## config.mk

```make
export PLATFORM = sky130hd
export DESIGN_NAME = if_id_hazard_stage
export DESIGN_NICKNAME = d
export VERILOG_FILES = /design/src/rtl/if_id_hazard_stage.sv
export SDC_FILE = /design/constraint.sdc
export NUM_CORES = 1
export LEC_CHECK = 0
export BUFFER_PORTS_ARGS = -buffer_cell sky130_fd_sc_hd__clkbuf_2
export CAP_MARGIN = 15
export CELL_PAD_IN_SITES_DETAIL_PLACEMENT = 0
export CELL_PAD_IN_SITES_GLOBAL_PLACEMENT = 1
export CORE_ASPECT_RATIO = 1.2
export CORE_MARGIN = 2
export CORE_UTILIZATION = 36
export CTS_BUF_LIST = sky130_fd_sc_hd__clkbuf_4 sky130_fd_sc_hd__clkbuf_8 sky130_fd_sc_hd__clkbuf_16
export DETAILED_ROUTE_END_ITERATION = 8
export PLACE_DENSITY = 0.87
export SYNTH_ARGS = -nofsm -noshare
export SYNTH_HDL_FRONTEND = slang
export SYNTH_SLANG_ARGS = --single-unit
export TNS_END_PERCENT = 20
```

## constraint.sdc

```tcl
create_clock -name clock -period 3.95 [get_ports clock]
set_clock_uncertainty 0.15 [all_clocks]
set_input_delay 0.395 -clock clock [delete_from_list [all_inputs] [get_ports clock]]
set_output_delay 0.395 -clock clock [all_outputs]
set_load 0.05 [all_outputs]
```

## src/rtl/if_id_hazard_stage.sv

```systemverilog
// IF/ID pipeline register with load-use hazard detection and taken-branch flush control.
// Also keeps saturating stall/flush event counters for the debug display.
module if_id_hazard_stage #(
   parameter int          COUNT_WIDTH = 16,
   parameter logic [31:0] NOP_WORD    = 32'h00000000
) (
   input  logic                   clock,
   input  logic                   reset,
   input  logic [31:0]            pcIn,
   input  logic [31:0]            instructionIn,
   input  logic                   idExMemRead,
   input  logic [4:0]             idExRt,
   input  logic                   branchTaken,
   output logic [31:0]            outPc,
   output logic [31:0]            outInstruction,
   output logic                   outValid,
   output logic                   pcWrite,
   output logic                   bubble,
   output logic                   flushExMem,
   output logic                   stalled,
   output logic [COUNT_WIDTH-1:0] stallCount,
   output logic [COUNT_WIDTH-1:0] flushCount
);

   typedef enum logic [1:0] {RUN, STALL, FLUSH} stateT;

   stateT                  state_q, state_d;
   logic [31:0]            pc_q, pc_d;
   logic [31:0]            instruction_q, instruction_d;
   logic                   valid_q, valid_d;
   logic [COUNT_WIDTH-1:0] stallCount_q, stallCount_d;
   logic [COUNT_WIDTH-1:0] flushCount_q, flushCount_d;

   logic [5:0] op;
   logic [4:0] rs;
   logic [4:0] rt;
   logic       usesRt;
   logic       hazard;

   // Only R-type, sw and beq read rt as a source; other formats write it.
   assign op     = instruction_q[31:26];
   assign rs     = instruction_q[25:21];
   assign rt     = instruction_q[20:16];
   assign usesRt = (op == 6'h00) || (op == 6'h2B) || (op == 6'h04);
   assign hazard = valid_q && idExMemRead && (idExRt != 5'd0) &&
                   ((idExRt == rs) || (usesRt && (idExRt == rt)));

   always_ff @(posedge clock) begin
      if (reset) begin
         state_q       <= RUN;
         pc_q          <= 32'd0;
         instruction_q <= NOP_WORD;
         valid_q       <= 1'b0;
         stallCount_q  <= '0;
         flushCount_q  <= '0;
      end else begin
         state_q       <= state_d;
         pc_q          <= pc_d;
         instruction_q <= instruction_d;
         valid_q       <= valid_d;
         stallCount_q  <= stallCount_d;
         flushCount_q  <= flushCount_d;
      end
   end

   // A branch flush wins over a stall in every state; a persisting hazard re-enters STALL.
   always_comb begin
      state_d = state_q;
      case (state_q)
         RUN, STALL, FLUSH: begin
            if (branchTaken)  state_d = FLUSH;
            else if (hazard)  state_d = STALL;
            else              state_d = RUN;
         end
         default: state_d = RUN;
      endcase
   end

   always_comb begin
      pc_d          = pc_q;
      instruction_d = instruction_q;
      valid_d       = valid_q;
      stallCount_d  = stallCount_q;
      flushCount_d  = flushCount_q;
      if (branchTaken) begin
         pc_d          = 32'd0;
         instruction_d = NOP_WORD;
         valid_d       = 1'b0;
         if (flushCount_q != '1) flushCount_d = flushCount_q + 1'b1;
      end else if (hazard) begin
         if (stallCount_q != '1) stallCount_d = stallCount_q + 1'b1;
      end else begin
         pc_d          = pcIn;
         instruction_d = instructionIn;
         valid_d       = 1'b1;
      end
   end

   always_comb begin
      flushExMem     = branchTaken;
      pcWrite        = branchTaken || !hazard;
      bubble         = branchTaken || hazard;
      stalled        = (state_q == STALL);
      outPc          = pc_q;
      outInstruction = instruction_q;
      outValid       = valid_q;
      stallCount     = stallCount_q;
      flushCount     = flushCount_q;
   end

endmodule

```

Word level (Yosys, flattened, before mapping)
Cells that the tools add are included.

word-level totals
  register bits = 99
  bits in latches = 0
  bits in writable memories = 0
  ROM bits = 0
  input port bits = 73
  output and inout port bits = 101
  word-level logic and storage cells = 40
  memories kept = 0

cells by class
  $add $sub $neg = 2
  multipliers = 0
  divide/modulo/power cells = 0
  magnitude comparators = 0
  equal/unequal tests = 8
  shifts and indexed selects = 0
  multiplexer cells = 2
  bitwise gates (word level) = 2
  reduce and logical (&&, ||, !) cells = 19

operators by type and width
  operator                                        count
  adder 16 x 1 -> 16 bit (second input constant)  2
  != test 16 bit (second input constant)          2
  == test 5 bit                                   2
  == test 6 x 3 -> 1 bit (second input constant)  1
  == test 6 bit (second input constant)           1
  zero test 6 bit                                 1
  OR reduction 3 bit                              2
  logical OR 1 bit                                5
  nonzero test 5 bit                              1
  logical AND 1 bit                               4
  OR reduction 2 bit                              2
  AND reduction 3 bit                             1
  == test 2 x 1 -> 1 bit (second input constant)  1
  == test 2 bit (second input constant)           1
  zero test 2 bit                                 1
  2-to-1 mux 2 bit                                1
  NOT 1 bit                                       2
  AND reduction 2 bit                             1
  zero test 1 bit                                 1
  2-to-1 mux 1 bit                                1

Depth between registers and ports, before layout
  depth in word-level cells = 8
  mapped depth = 8
  mapped depth without buffers = 6

Worst setup path before layout
Ideal clock, no wire load.

  path type = register to output
  start = register instruction_q[16] (netlist: outInstruction[16])
  end = output port bubble
  arrival = 2.150 ns
  required time = 3.405 ns
  setup slack = 1.255 ns
  stages on the path, launching flop included = 8
  buffers on the path = 2
  cells stage by stage = dfxtp_1 > xor2_1 > nor4_1 > nand3_2 > a21oi_1 > buf_2 > buf_2 > or2_2

between the ends
  cells in the longest elaborated chain, start to end = 5

RTL lines
  element                 line  RTL
  start, declared         29    logic [31:0] instruction_q, instruction_d;
  start signal, assigned  59    instruction_q <= instruction_d;
  == test 5 bit           46    ((idExRt == rs) || (usesRt && (idExRt == rt)));
  logical AND 1 bit       46
  logical OR 1 bit        46
  logical AND 1 bit       45    assign hazard = valid_q && idExMemRead && (idExRt != 5'd0) &&
  logical OR 1 bit        102   bubble = branchTaken || hazard;
  end, declared           18    output logic bubble,

Every way passes these cells.

Worst setup path after layout
  start = register instruction_q[26] (netlist: outInstruction[26])
  end = output port pcWrite

between the ends
  cells in the longest elaborated chain, start to end = 8
  elaborated cells between the ends (all ways) = 10
  classes of those cells = eq/ne (2); reduce/logical (8)

RTL lines
  element                                                  line  RTL
  == test 6 bit / zero test 6 bit (equally long branches)  44    assign usesRt = (op == 6'h00) || (op == 6'h2B) || (op == 6'h04);
  logical OR 1 bit                                         44
  logical OR 1 bit (*)                                     44
  logical AND 1 bit (*)                                    46
  logical OR 1 bit (*)                                     46
  logical AND 1 bit (*)                                    45
  zero test 1 bit (*)                                      101   pcWrite = branchTaken || !hazard;
  logical OR 1 bit (*)                                     101
  end, declared                                            17    output logic pcWrite,

Mark *: on every way between the ends. The rest lies on a longest branch, timed or not.

==> impl_metrics.ini <==
[clock_tree]
cts_buffer_depth = 2
tritoncts = built
clk_pin_slew_ns = 0.07
clock-sinks = 99
clock_tree.root_cell = clkbuf_16
cts_setup_buffers = 0
post_cts_hold_buffer_count = 0
cts-resized-gates = 0
clock_latency_ns = 0.33
cts_made_buffers = 9
cts-htree-levels = 3

[detailed_routing]
antenna_violating_nets_post_route = 0
vias_per_cell = 5.02
drt_wirelength_mm = 10.4
vias = 3908
detail_route.drc_violations = 0
drt-initial-drc-count = 105
routed_wire_length_per_instance_um = 13.3
first_pass_iters = 4

[finish]
layout.core_utilization = 0.479
nets = 716
areaGrowthSynthToFinish_pct = 30.7
antenna_cells = 0
drive_gt1_frac = 0.303
finish.instance_area_um2 = 5270

[setup_path]
timing_worst_setup_path_type = reg2out
worst_r2r_path_depth = 6
arrival_ns = 2.44
critical_path.startpoint_type = flip-flop
end_kind = primary output
crit_required_ns = 3.40
path_max_fanout = 9

[timing]
setup_viol = 0
slew-limit-headroom = 0.301
holdWs_ns = 0.130
grt_setup_unrepaired = no
final.period_utilization = 0.756
slew_at_the_pin_with_the_worst_max_slew_slack_ns = 1.05
min_period_ns = 2.99
final.setup.tns_ns = 0
fmax_mhz = 335
finalHoldViolations = 0
finalMaxSlewViolations = 0
finalWorstSetupSlack_ns = 0.964

[min_path]
hold_class = in2reg
worstHoldPathCells = 3

[grt]
first_global_vias = 3484
wire_length_of_the_first_global_routing_pass_mm = 16.4
number_of_antenna_violations_at_the_first_check_in_global_routing = 0
residual_overflow_from_global_routing = 0
grt_start_max_net_pins = 130
groute.usage.overall = 0.171

[synthesis]
yosys.area.top_type_share = 0.492
synth_area_leaders = dfxtp_1 49%, nand3_1 9.6%, o21ai_0 8.8%, nand2_1 6.9%, xor2_1 3.9%
syn_inst = 489
netlist_top_cells_count = 99 x dfxtp_1, 77 x nand3_1, 74 x nand2_1
syn_avg_cell_area_um2 = 8.24
synthMostInstantiatedCell = dfxtp_1
portion_of_the_post_synthesis_area_used_by_sequential_elements = 0.492
synthesis.yosys.warnings = 0
synth_async_sr_flop_share = 0
synth.ff_latch_count = 99
synth_nets = 564
synth_top_flop_cell = dfxtp_1
synth_enable_flop_cells = 0
post_syn_area_um2 = 4030
cell_type_contributing_the_most_total_cell_area_after_synthesis = dfxtp_1
netlist-cell-type-count = 41

[power]
p_leak_nw = 2.23
power_per_standard_cell_area_nw_per_um2 = 405
vdd.ir_drop.worst_mv = 0.225

[floorplan]
ios = 174
placeable_core_region_um2 = 11000
num_rows = 42
effective_utilization_at_floorplan = 0.367
floorplan.die.height_um = 120
design.die.area_um2 = 12100
die_w_um = 101

[run_status]
result_of_the_run = completed

[place]
port_buffers = 173
area_post_placement_um2 = 4980
pre_cts_slack_ns = 1.00
place_hpwl_mm = 7.53
gp_routability_congestion = 0.741

[job]
max_cap_violations = 0
routing by layer:
metal / track usage / wire, um / up-vias
met5: 0 / 0 / -
met4: 0.0693 / 169 / 0
met3: 0.0600 / 835 / 12
met2: 0.262 / 4670 / 142
met1: 0.218 / 4690 / 1742
li1: - / - / 2012
final cells by class:
cell class                 instances  area (um^2)
multi-input combinational        350         1900
sequential                        99         1980
tap                              132          165
timing repair buffer             176          913
inverter                           5         18.8
fill                            1082         5720
clock buffer                      12          260
clock inverter                     4         25.0
cells by family after synthesis:
| kind of cell | share of synthesized area |
|---|---|
| buffers and inverters | 0.0410 |
| XOR/XNOR | 0.0565 |
| AND/OR/NAND/NOR | 0.261 |
| multiplexers | 0.00248 |
| flip-flops | 0.492 |
| AO/OA/AOI/OAI | 0.140 |
| adder cells (fa/ha/maj) | 0.00621 |
per-stage QoR:
stage                     power, mW  instances
after floorplan                1.24        489
after CTS                      2.16        778
after detailed placement       1.33        762
final                          2.13        778
after global placement         1.32        762
after global routing           2.23        778
power by group:
part	internal, mW	leakage (nW)	total (mW)	switching, mW
clock network	0.466	0.138	0.830	0.364
registers	1.03	0.808	1.05	0.0216
logic	0.0701	1.28	0.252	0.182
total	1.57	2.23	2.13	0.568
cell usage in the layout (no fill, tap or decap), drive strengths merged, types with 2 or more instances in the layout:
cell type and count:
clkbuf 185, dfxtp 99, nand3 78, nand2 74
o21ai 72, nor2 21, xor2 18, a21oi 14
nand4 9, xnor2 8, and3 7, or3 6
or4 5, nor3 5, inv 5, a31oi 3
and4 3, o31ai 3, buf 3, o211ai 2
a211oi 2, and2 2, o21a 2, ha 2
clkinvlp 2, clkinv 2, a2111oi 2
path summary, 6_finish.rpt:
check,from,to,slack (ns)
worst max-delay path,outInstruction[26],pcWrite,0.96
worst min-delay path,pcIn[31],outPc[31],0.13
worst max register to register,outInstruction[26],outInstruction[8],1.20
worst min register to register,outPc[6],outPc[6],0.32
worst max-delay path: stages (launching register included):
cell and delay (ns):
dfxtp_1 0.33, or4_1 0.51, o21ai_1 0.14, nand3_2 0.18
a21oi_1 0.58, inv_1 0.09, clkbuf_2 0.26
state kept, by name, summed over array words and instances, names as in the netlist:
signal,flops
state_q,2
flushCount,16
outPc,32
stallCount,16
outInstruction,32
outValid,1
Power figures use the tool's default switching activity.
